### config.mk
export PLATFORM = sky130hd
export DESIGN_NAME = multicycle_controller
export DESIGN_NICKNAME = d
export VERILOG_FILES = /design/src/rtl/multicycle_controller_pkg.sv /design/src/rtl/multicycle_main_fsm.sv /design/src/rtl/multicycle_controller.sv
export SDC_FILE = /design/constraint.sdc
export NUM_CORES = 1
export LEC_CHECK = 0
export CORE_MARGIN = 4
export CORE_UTILIZATION = 30
export CTS_CLUSTER_DIAMETER = 100
export CTS_CLUSTER_SIZE = 8
export DETAILED_ROUTE_END_ITERATION = 10
export GPL_TIMING_DRIVEN = 0
export SLEW_MARGIN = 40
export SYNTH_ARGS = -nofsm -noshare
export SYNTH_HDL_FRONTEND = slang
export SYNTH_SLANG_ARGS = --single-unit
### constraint.sdc
create_clock -name clock -period 6.15 [get_ports clock]
set_clock_uncertainty 0.15 [all_clocks]
set_input_delay 1.23 -clock clock [delete_from_list [all_inputs] [get_ports clock]]
set_output_delay 1.23 -clock clock [all_outputs]
set_load 0.05 [all_outputs]
### src/rtl/multicycle_controller_pkg.sv
// Shared encodings for the multicycle Armv4 controller: FSM states, datapath select codes,
// opcode/command constants, the per-state control bundle and the condition-code evaluator.
package multicycle_controller_pkg;

  typedef enum logic [3:0] {
    FETCH    = 4'd0,
    DECODE   = 4'd1,
    MEMADR   = 4'd2,
    MEMREAD  = 4'd3,
    MEMWB    = 4'd4,
    MEMWRITE = 4'd5,
    EXECUTER = 4'd6,
    EXECUTEI = 4'd7,
    ALUWB    = 4'd8,
    BRANCH   = 4'd9
  } state_t;

  typedef enum logic [1:0] {
    ALU_ADD = 2'b00,
    ALU_SUB = 2'b01,
    ALU_AND = 2'b10,
    ALU_ORR = 2'b11
  } alu_control_t;

  localparam logic [1:0] SRCB_RM     = 2'b00;
  localparam logic [1:0] SRCB_IMM    = 2'b01;
  localparam logic [1:0] SRCB_FOUR   = 2'b10;

  localparam logic [1:0] RES_ALUOUT  = 2'b00;
  localparam logic [1:0] RES_MEMDATA = 2'b01;
  localparam logic [1:0] RES_ALU     = 2'b10;

  localparam logic [1:0] IMM_DP      = 2'b00;
  localparam logic [1:0] IMM_MEM     = 2'b01;
  localparam logic [1:0] IMM_BRANCH  = 2'b10;

  localparam logic [1:0] OP_DP       = 2'b00;
  localparam logic [1:0] OP_MEM      = 2'b01;
  localparam logic [1:0] OP_BRANCH   = 2'b10;
  localparam logic [1:0] OP_NOP      = 2'b11;

  localparam logic [3:0] CMD_AND     = 4'b0000;
  localparam logic [3:0] CMD_SUB     = 4'b0010;
  localparam logic [3:0] CMD_ADD     = 4'b0100;
  localparam logic [3:0] CMD_CMP     = 4'b1010;
  localparam logic [3:0] CMD_ORR     = 4'b1100;

  // Moore control bundle; the top turns the enable markers into gated write strobes.
  typedef struct packed {
    logic       fetch;
    logic       execute;
    logic       mem_write;
    logic       mem_wb;
    logic       alu_wb;
    logic       branch;
    logic       address_source;
    logic       alu_source_a;
    logic [1:0] alu_source_b;
    logic [1:0] result_source;
  } ctrl_t;

  function automatic logic condition_parser(input logic [3:0] flags, input logic [3:0] cond);
    logic n, z, c, v, ge, pass;
    {n, z, c, v} = flags;
    ge = (n == v);
    case (cond)
      4'b0000: pass = z;
      4'b0001: pass = ~z;
      4'b0010: pass = c;
      4'b0011: pass = ~c;
      4'b0100: pass = n;
      4'b0101: pass = ~n;
      4'b0110: pass = v;
      4'b0111: pass = ~v;
      4'b1000: pass = c & ~z;
      4'b1001: pass = ~c | z;
      4'b1010: pass = ge;
      4'b1011: pass = ~ge;
      4'b1100: pass = ~z & ge;
      4'b1101: pass = z | ~ge;
      4'b1110: pass = 1'b1;
      default: pass = 1'b0;
    endcase
    return pass;
  endfunction

endpackage

### src/rtl/multicycle_main_fsm.sv
// Main sequencer: state register plus registered Moore control bundle, 3-5 cycles per instruction.
// With MULTICYCLE_MEMORY_WAIT_EN, FETCH/MEMREAD/MEMWRITE hold until memory_ready is high.
module multicycle_main_fsm
  import multicycle_controller_pkg::*;
(
  input  logic   clock,
  input  logic   reset,
  input  logic   [1:0] op,
  input  logic   dp_immediate,
  input  logic   mem_load,
`ifdef MULTICYCLE_MEMORY_WAIT_EN
  input  logic   memory_ready,
`endif
  output state_t state,
  output ctrl_t  ctrl
);

  logic ready;
`ifdef MULTICYCLE_MEMORY_WAIT_EN
  assign ready = memory_ready;
`else
  assign ready = 1'b1;
`endif

  function automatic state_t next_of(input state_t s, input logic [1:0] o, input logic imm,
                                     input logic load, input logic rdy);
    state_t nxt;
    case (s)
      FETCH:    nxt = rdy ? DECODE : FETCH;
      DECODE: begin
        case (o)
          OP_MEM:    nxt = MEMADR;
          OP_DP:     nxt = imm ? EXECUTEI : EXECUTER;
          OP_BRANCH: nxt = BRANCH;
          default:   nxt = FETCH;
        endcase
      end
      MEMADR:   nxt = load ? MEMREAD : MEMWRITE;
      MEMREAD:  nxt = rdy ? MEMWB : MEMREAD;
      MEMWRITE: nxt = rdy ? FETCH : MEMWRITE;
      EXECUTER: nxt = ALUWB;
      EXECUTEI: nxt = ALUWB;
      default:  nxt = FETCH;
    endcase
    return nxt;
  endfunction

  function automatic ctrl_t decode(input state_t s);
    ctrl_t c;
    c = '0;
    case (s)
      FETCH: begin
        c.fetch         = 1'b1;
        c.alu_source_a  = 1'b1;
        c.alu_source_b  = SRCB_FOUR;
        c.result_source = RES_ALU;
      end
      DECODE: begin
        c.alu_source_a  = 1'b1;
        c.alu_source_b  = SRCB_FOUR;
        c.result_source = RES_ALU;
      end
      MEMADR:   c.alu_source_b = SRCB_IMM;
      MEMREAD:  c.address_source = 1'b1;
      MEMWB: begin
        c.mem_wb        = 1'b1;
        c.result_source = RES_MEMDATA;
      end
      MEMWRITE: begin
        c.mem_write      = 1'b1;
        c.address_source = 1'b1;
      end
      EXECUTER: begin
        c.execute      = 1'b1;
        c.alu_source_b = SRCB_RM;
      end
      EXECUTEI: begin
        c.execute      = 1'b1;
        c.alu_source_b = SRCB_IMM;
      end
      ALUWB: begin
        c.alu_wb        = 1'b1;
        c.result_source = RES_ALUOUT;
      end
      BRANCH: begin
        c.branch        = 1'b1;
        c.alu_source_b  = SRCB_IMM;
        c.result_source = RES_ALU;
      end
      default: c = '0;
    endcase
    return c;
  endfunction

  // The bundle is registered from the next state so outputs come straight off flops.
  always_ff @(posedge clock or negedge reset) begin
    if (!reset) begin
      state <= FETCH;
      ctrl  <= decode(FETCH);
    end else begin
      state <= next_of(state, op, dp_immediate, mem_load, ready);
      ctrl  <= decode(next_of(state, op, dp_immediate, mem_load, ready));
    end
  end

endmodule

### src/rtl/multicycle_controller.sv
// Multicycle Armv4 controller: ALU decode, NZCV flags, condition gating around the main FSM.
// Optional MULTICYCLE_MEMORY_WAIT_EN adds memory_ready; memory states stall until it is high.
module multicycle_controller
  import multicycle_controller_pkg::*;
(
  input  logic        clock,
  input  logic        reset,
  input  logic [19:0] instruction,
  input  logic [3:0]  ALU_flags,
`ifdef MULTICYCLE_MEMORY_WAIT_EN
  input  logic        memory_ready,
`endif
  output logic        pc_write,
  output logic        address_source,
  output logic        instruction_write,
  output logic        memory_write,
  output logic        register_write,
  output logic        ALU_source_a,
  output logic [1:0]  ALU_source_b,
  output logic [1:0]  result_source,
  output logic [1:0]  ALU_control,
  output logic [1:0]  immediate_source,
  output logic [1:0]  register_source,
  output logic [3:0]  state
);

  logic [3:0] cond_field;
  logic [1:0] op;
  logic [5:0] funct;
  logic [3:0] rd;
  logic       unused_rn;

  assign cond_field = instruction[19:16];
  assign op         = instruction[15:14];
  assign funct      = instruction[13:8];
  assign unused_rn  = ^instruction[7:4];
  assign rd         = instruction[3:0];

  logic ready;
`ifdef MULTICYCLE_MEMORY_WAIT_EN
  assign ready = memory_ready;
`else
  assign ready = 1'b1;
`endif

  state_t fsm_state;
  ctrl_t  ctrl;

  multicycle_main_fsm u_main_fsm (
    .clock        (clock),
    .reset        (reset),
    .op           (op),
    .dp_immediate (funct[5]),
    .mem_load     (funct[0]),
`ifdef MULTICYCLE_MEMORY_WAIT_EN
    .memory_ready (memory_ready),
`endif
    .state        (fsm_state),
    .ctrl         (ctrl)
  );

  alu_control_t alu_decoded;
  logic         dp_writes;
  logic         dp_known;
  logic         dp_arith;

  // Unrecognised commands run as ADD but touch neither the register file nor the flags.
  always_comb begin
    alu_decoded = ALU_ADD;
    dp_writes   = 1'b0;
    dp_known    = 1'b1;
    dp_arith    = 1'b0;
    case (funct[4:1])
      CMD_ADD: begin
        dp_writes = 1'b1;
        dp_arith  = 1'b1;
      end
      CMD_SUB: begin
        alu_decoded = ALU_SUB;
        dp_writes   = 1'b1;
        dp_arith    = 1'b1;
      end
      CMD_AND: begin
        alu_decoded = ALU_AND;
        dp_writes   = 1'b1;
      end
      CMD_ORR: begin
        alu_decoded = ALU_ORR;
        dp_writes   = 1'b1;
      end
      CMD_CMP: begin
        alu_decoded = ALU_SUB;
        dp_arith    = 1'b1;
      end
      default: dp_known = 1'b0;
    endcase
  end

  logic [3:0] flags;
  logic       cond;
  logic       flag_write;

  assign cond       = condition_parser(flags, cond_field);
  assign flag_write = ctrl.execute & funct[0] & cond & dp_known;

  // N/Z and C/V are separate enabled flops: logical ops leave carry and overflow alone.
  always_ff @(posedge clock or negedge reset) begin
    if (!reset) begin
      flags <= 4'b0000;
    end else begin
      if (flag_write)            flags[3:2] <= ALU_flags[3:2];
      if (flag_write & dp_arith) flags[1:0] <= ALU_flags[1:0];
    end
  end

  logic pc_from_alu;
  assign pc_from_alu = ctrl.alu_wb & cond & dp_writes & (rd == 4'hF);

  assign pc_write          = reset & ((ctrl.fetch & ready) | (ctrl.branch & cond) | pc_from_alu);
  assign instruction_write = reset & ctrl.fetch & ready;
  assign memory_write      = reset & ctrl.mem_write & cond & ready;
  assign register_write    = reset & cond & (ctrl.mem_wb | (ctrl.alu_wb & dp_writes));
  assign address_source    = reset & ctrl.address_source;
  assign ALU_source_a      = reset & ctrl.alu_source_a;
  assign ALU_source_b      = {2{reset}} & ctrl.alu_source_b;
  assign result_source     = {2{reset}} & ctrl.result_source;
  assign ALU_control       = (reset && ctrl.execute) ? alu_decoded : ALU_ADD;
  assign immediate_source  = {2{reset}} & op;
  assign register_source   = {2{reset}} & {(op == OP_MEM) & ~funct[0], op == OP_BRANCH};
  assign state             = fsm_state;

endmodule

==> metrics.yaml <==
status: "finished clean"
hpwl_um: 2132
comb_power_share_pct: 48.4
cts_setup_buffers: 0
dr.pass1.iters: 4
slew_violations: 0
grt_pass1_wl_um: 4940
vias_per_cell: 4.881
post_cts_resized: 0
die_x_um: 71.24
yosys_warnings: 0
crit_path_cell_trace: "clkdlybuf4s50_1 -> nor3b_1 -> a21oi_1 -> o31ai_2 -> a2111oi_4 -> a211oi_1 -> clkdlybuf4s50_1"
synth_top_area_share_pct: 33.37
synth_top_area_cell: "dfrtp_1"
io_buffer_count: 38
die_h_um: 71.24
ff2ff_setup_slack_ps: 3850
maxCapViolations: 0
async_flop_share_pct: 100.0
synth_area_per_cell_um2: 9.999
slowest_delay_ps: 840
clock_power_share_pct: 16.4
mostFrequentLayoutCells: "clkdlybuf4s50_1 (37), dfrtp_1 (16), nor2_1 (11)"
synth_area_leaders: "dfrtp_1 (33%), dfstp_2 (8.8%), and2_1 (4.7%)"
slew_headroom_pct: 63.54
grt_pass1_vias: 1069
diodes: 0
cts_root_buffer: "clkbuf_8"
areaGrowthSynthToFinish_pct: 40.88
ys.flop_type: "dfrtp_1"
ys_seq_area_share_pct: 42.13
cp.required_ps: 4770
grt_use_total_pct: 12.00
final_area_um2: 1690
layout_worst_path_cycle_share_pct: 80.23
dp_cells: 206
p_int_mw: 0.3468
vias: 1025
peakVddDrop_mv: 0.1867
ioPinCount: 46
synth_nets: 146
drive_above_1_share_pct: 13.58
cp_common_cell: "clkdlybuf4s50_1"
gp_congestion: 0.7998
layout_setup_ws_ps: 1216
p_leak_nw: 0.6976
path_max_fanout: 6
dieArea_um2: 5075
syn-instance-count: 120
crit_type: "in -> out"
ys_seq_elements: 20
grt_max_degree: 25
seqPwrFrac_pct: 35.3
whs_ps: 410.8
grt_overflow: 0
final_cells: 210
placed_area_um2: 1635
finalSetupViolCount: 0
drt-initial-drc-count: 43
cts_buffer_depth: 2
hold_violations: 0
antenna_found_initial: 0
holdBufCountCts: 0
sw_frac_of_total_pct: 42.51
fmax_ghz: 0.2027
start_kind: "primary input"
wl_per_cell_um: 13.05
dp_slack_ps: 1176
detail_route.wirelength_um: 2740
core_area_um2: 3771
arrival_ps: 3550
ant_nets: 0
num_rows: 22
cts.reportedPaths.clkPinSlew_ps: 70
cp-end-kind: "output pin"
final_common_cell: "clkdlybuf4s50_1"
h-tree-depth: 1
cts_made_buffers: 3
num-nets-final: 189
drc: 0
synth.cell_area_um2: 1200
holdCritPathClass: "reg -> reg"
critPathSlowestCell: "clkdlybuf4s50_1"
worst_slew_pin_slew_ps: 546.9
netlist-cell-type-count: 44
setup-tns-final_ps: 0
synth-edff-count: 0
post-route-min-period_ps: 4934
insertion_delay_ps: 260
rsz0062_at_grt: "false"
power-per-cell-area_nw_per_um2: 356.8
power.switching_mw: 0.2564
cts_tree: "built"
cts_sinks: 20
initial_core_util_pct: 31.82
cell type report:
| cell class | count | area, µm² |
|---|---|---|
| multi-input combinational | 88 | 626.9 |
| tap | 48 | 60.06 |
| fill | 349 | 2081 |
| timing repair buffer | 38 | 375.4 |
| buffer | 4 | 37.54 |
| clock buffer | 4 | 55.05 |
| sequential | 20 | 505.5 |
| inverter | 8 | 30.03 |
logic make-up (layout without fill, tap and decap cells):
logic type | Yosys count | count (layout) | share of synthesized area (%)
buffers and inverters | 12 | 54 | 5.630
flip-flops | 20 | 20 | 42.13
AND/OR/NAND/NOR | 55 | 55 | 26.59
multiplexers | 5 | 5 | 4.588
AO/OA/AOI/OAI | 24 | 24 | 18.14
XOR/XNOR | 4 | 4 | 2.920
registers in the layout, summed over array words and instances, names as in the netlist:
name	cells
u_main_fsm.state	4
flags	4
u_main_fsm.ctrl	12
worst paths after layout:
kind | from | end | cells after the start
hold reg to reg | flags[0] | flags[0] | 1
setup reg to reg | flags[2] | flags[1] | 6
hold / removal | flags[0] | flags[0] | 1
min in group asynchronous | reset | u_main_fsm.ctrl[2] | 1
setup / recovery | instruction[17] | register_write | 7
max in group asynchronous | reset | u_main_fsm.ctrl[1] | 1
per-stage QoR:
step	util (%)	total power, mW
floorplan	-	0.4103
global placement	43.50	0.5053
detailed placement	43.36	0.5073
CTS	44.82	0.6084
global route	44.82	0.6458
finish	44.82	0.6032
cells in the mapped netlist (2+ instances only):
library cell,instances
nor3b_1,3
a211oi_1,2
nor3_1,3
o21ai_0,3
mux2_1,4
dfstp_2,4
dfrtp_1,16
xor2_1,3
and2_1,9
nor2_1,11
nand2b_1,4
inv_1,7
a21oi_1,7
a2111oi_4,2
nand3_1,2
nand3b_1,3
buf_6,3
nand2_1,5
o21bai_1,2
or3_1,3
layer usage:
layer  vias up  wire (µm)  share of wire, %  global-route usage (%)
met2        30       1228                45                   18.57
met4         0         53               1.9                   5.010
met1       485       1280                47                   15.97
met5         -          0                 0                       0
li1        505          -                 -                       -
met3         5        178               6.5                   2.945
power by group through the flow:
| stage | Sequential, mW | Combinational (mW) | Clock [mW] |
|---|---|---|---|
| after floorplan | 0.243 | 0.167 | 0 |
| after global placement | 0.215 | 0.291 | 0 |
| after detailed placement | 0.214 | 0.293 | 0 |
| after CTS | 0.213 | 0.295 | 0.101 |
| after global routing | 0.222 | 0.316 | 0.108 |
| final | 0.213 | 0.292 | 0.0987 |
critical path, delay by kind of cell:
| kind | cells | cell delay [ps] |
|---|---|---|
| buffers and inverters | 2 | 1380 |
| AOI/OAI and AO/OA | 4 | 710 |
| and+or+nand+nor | 1 | 240 |
Power figures use the tool's default switching activity.
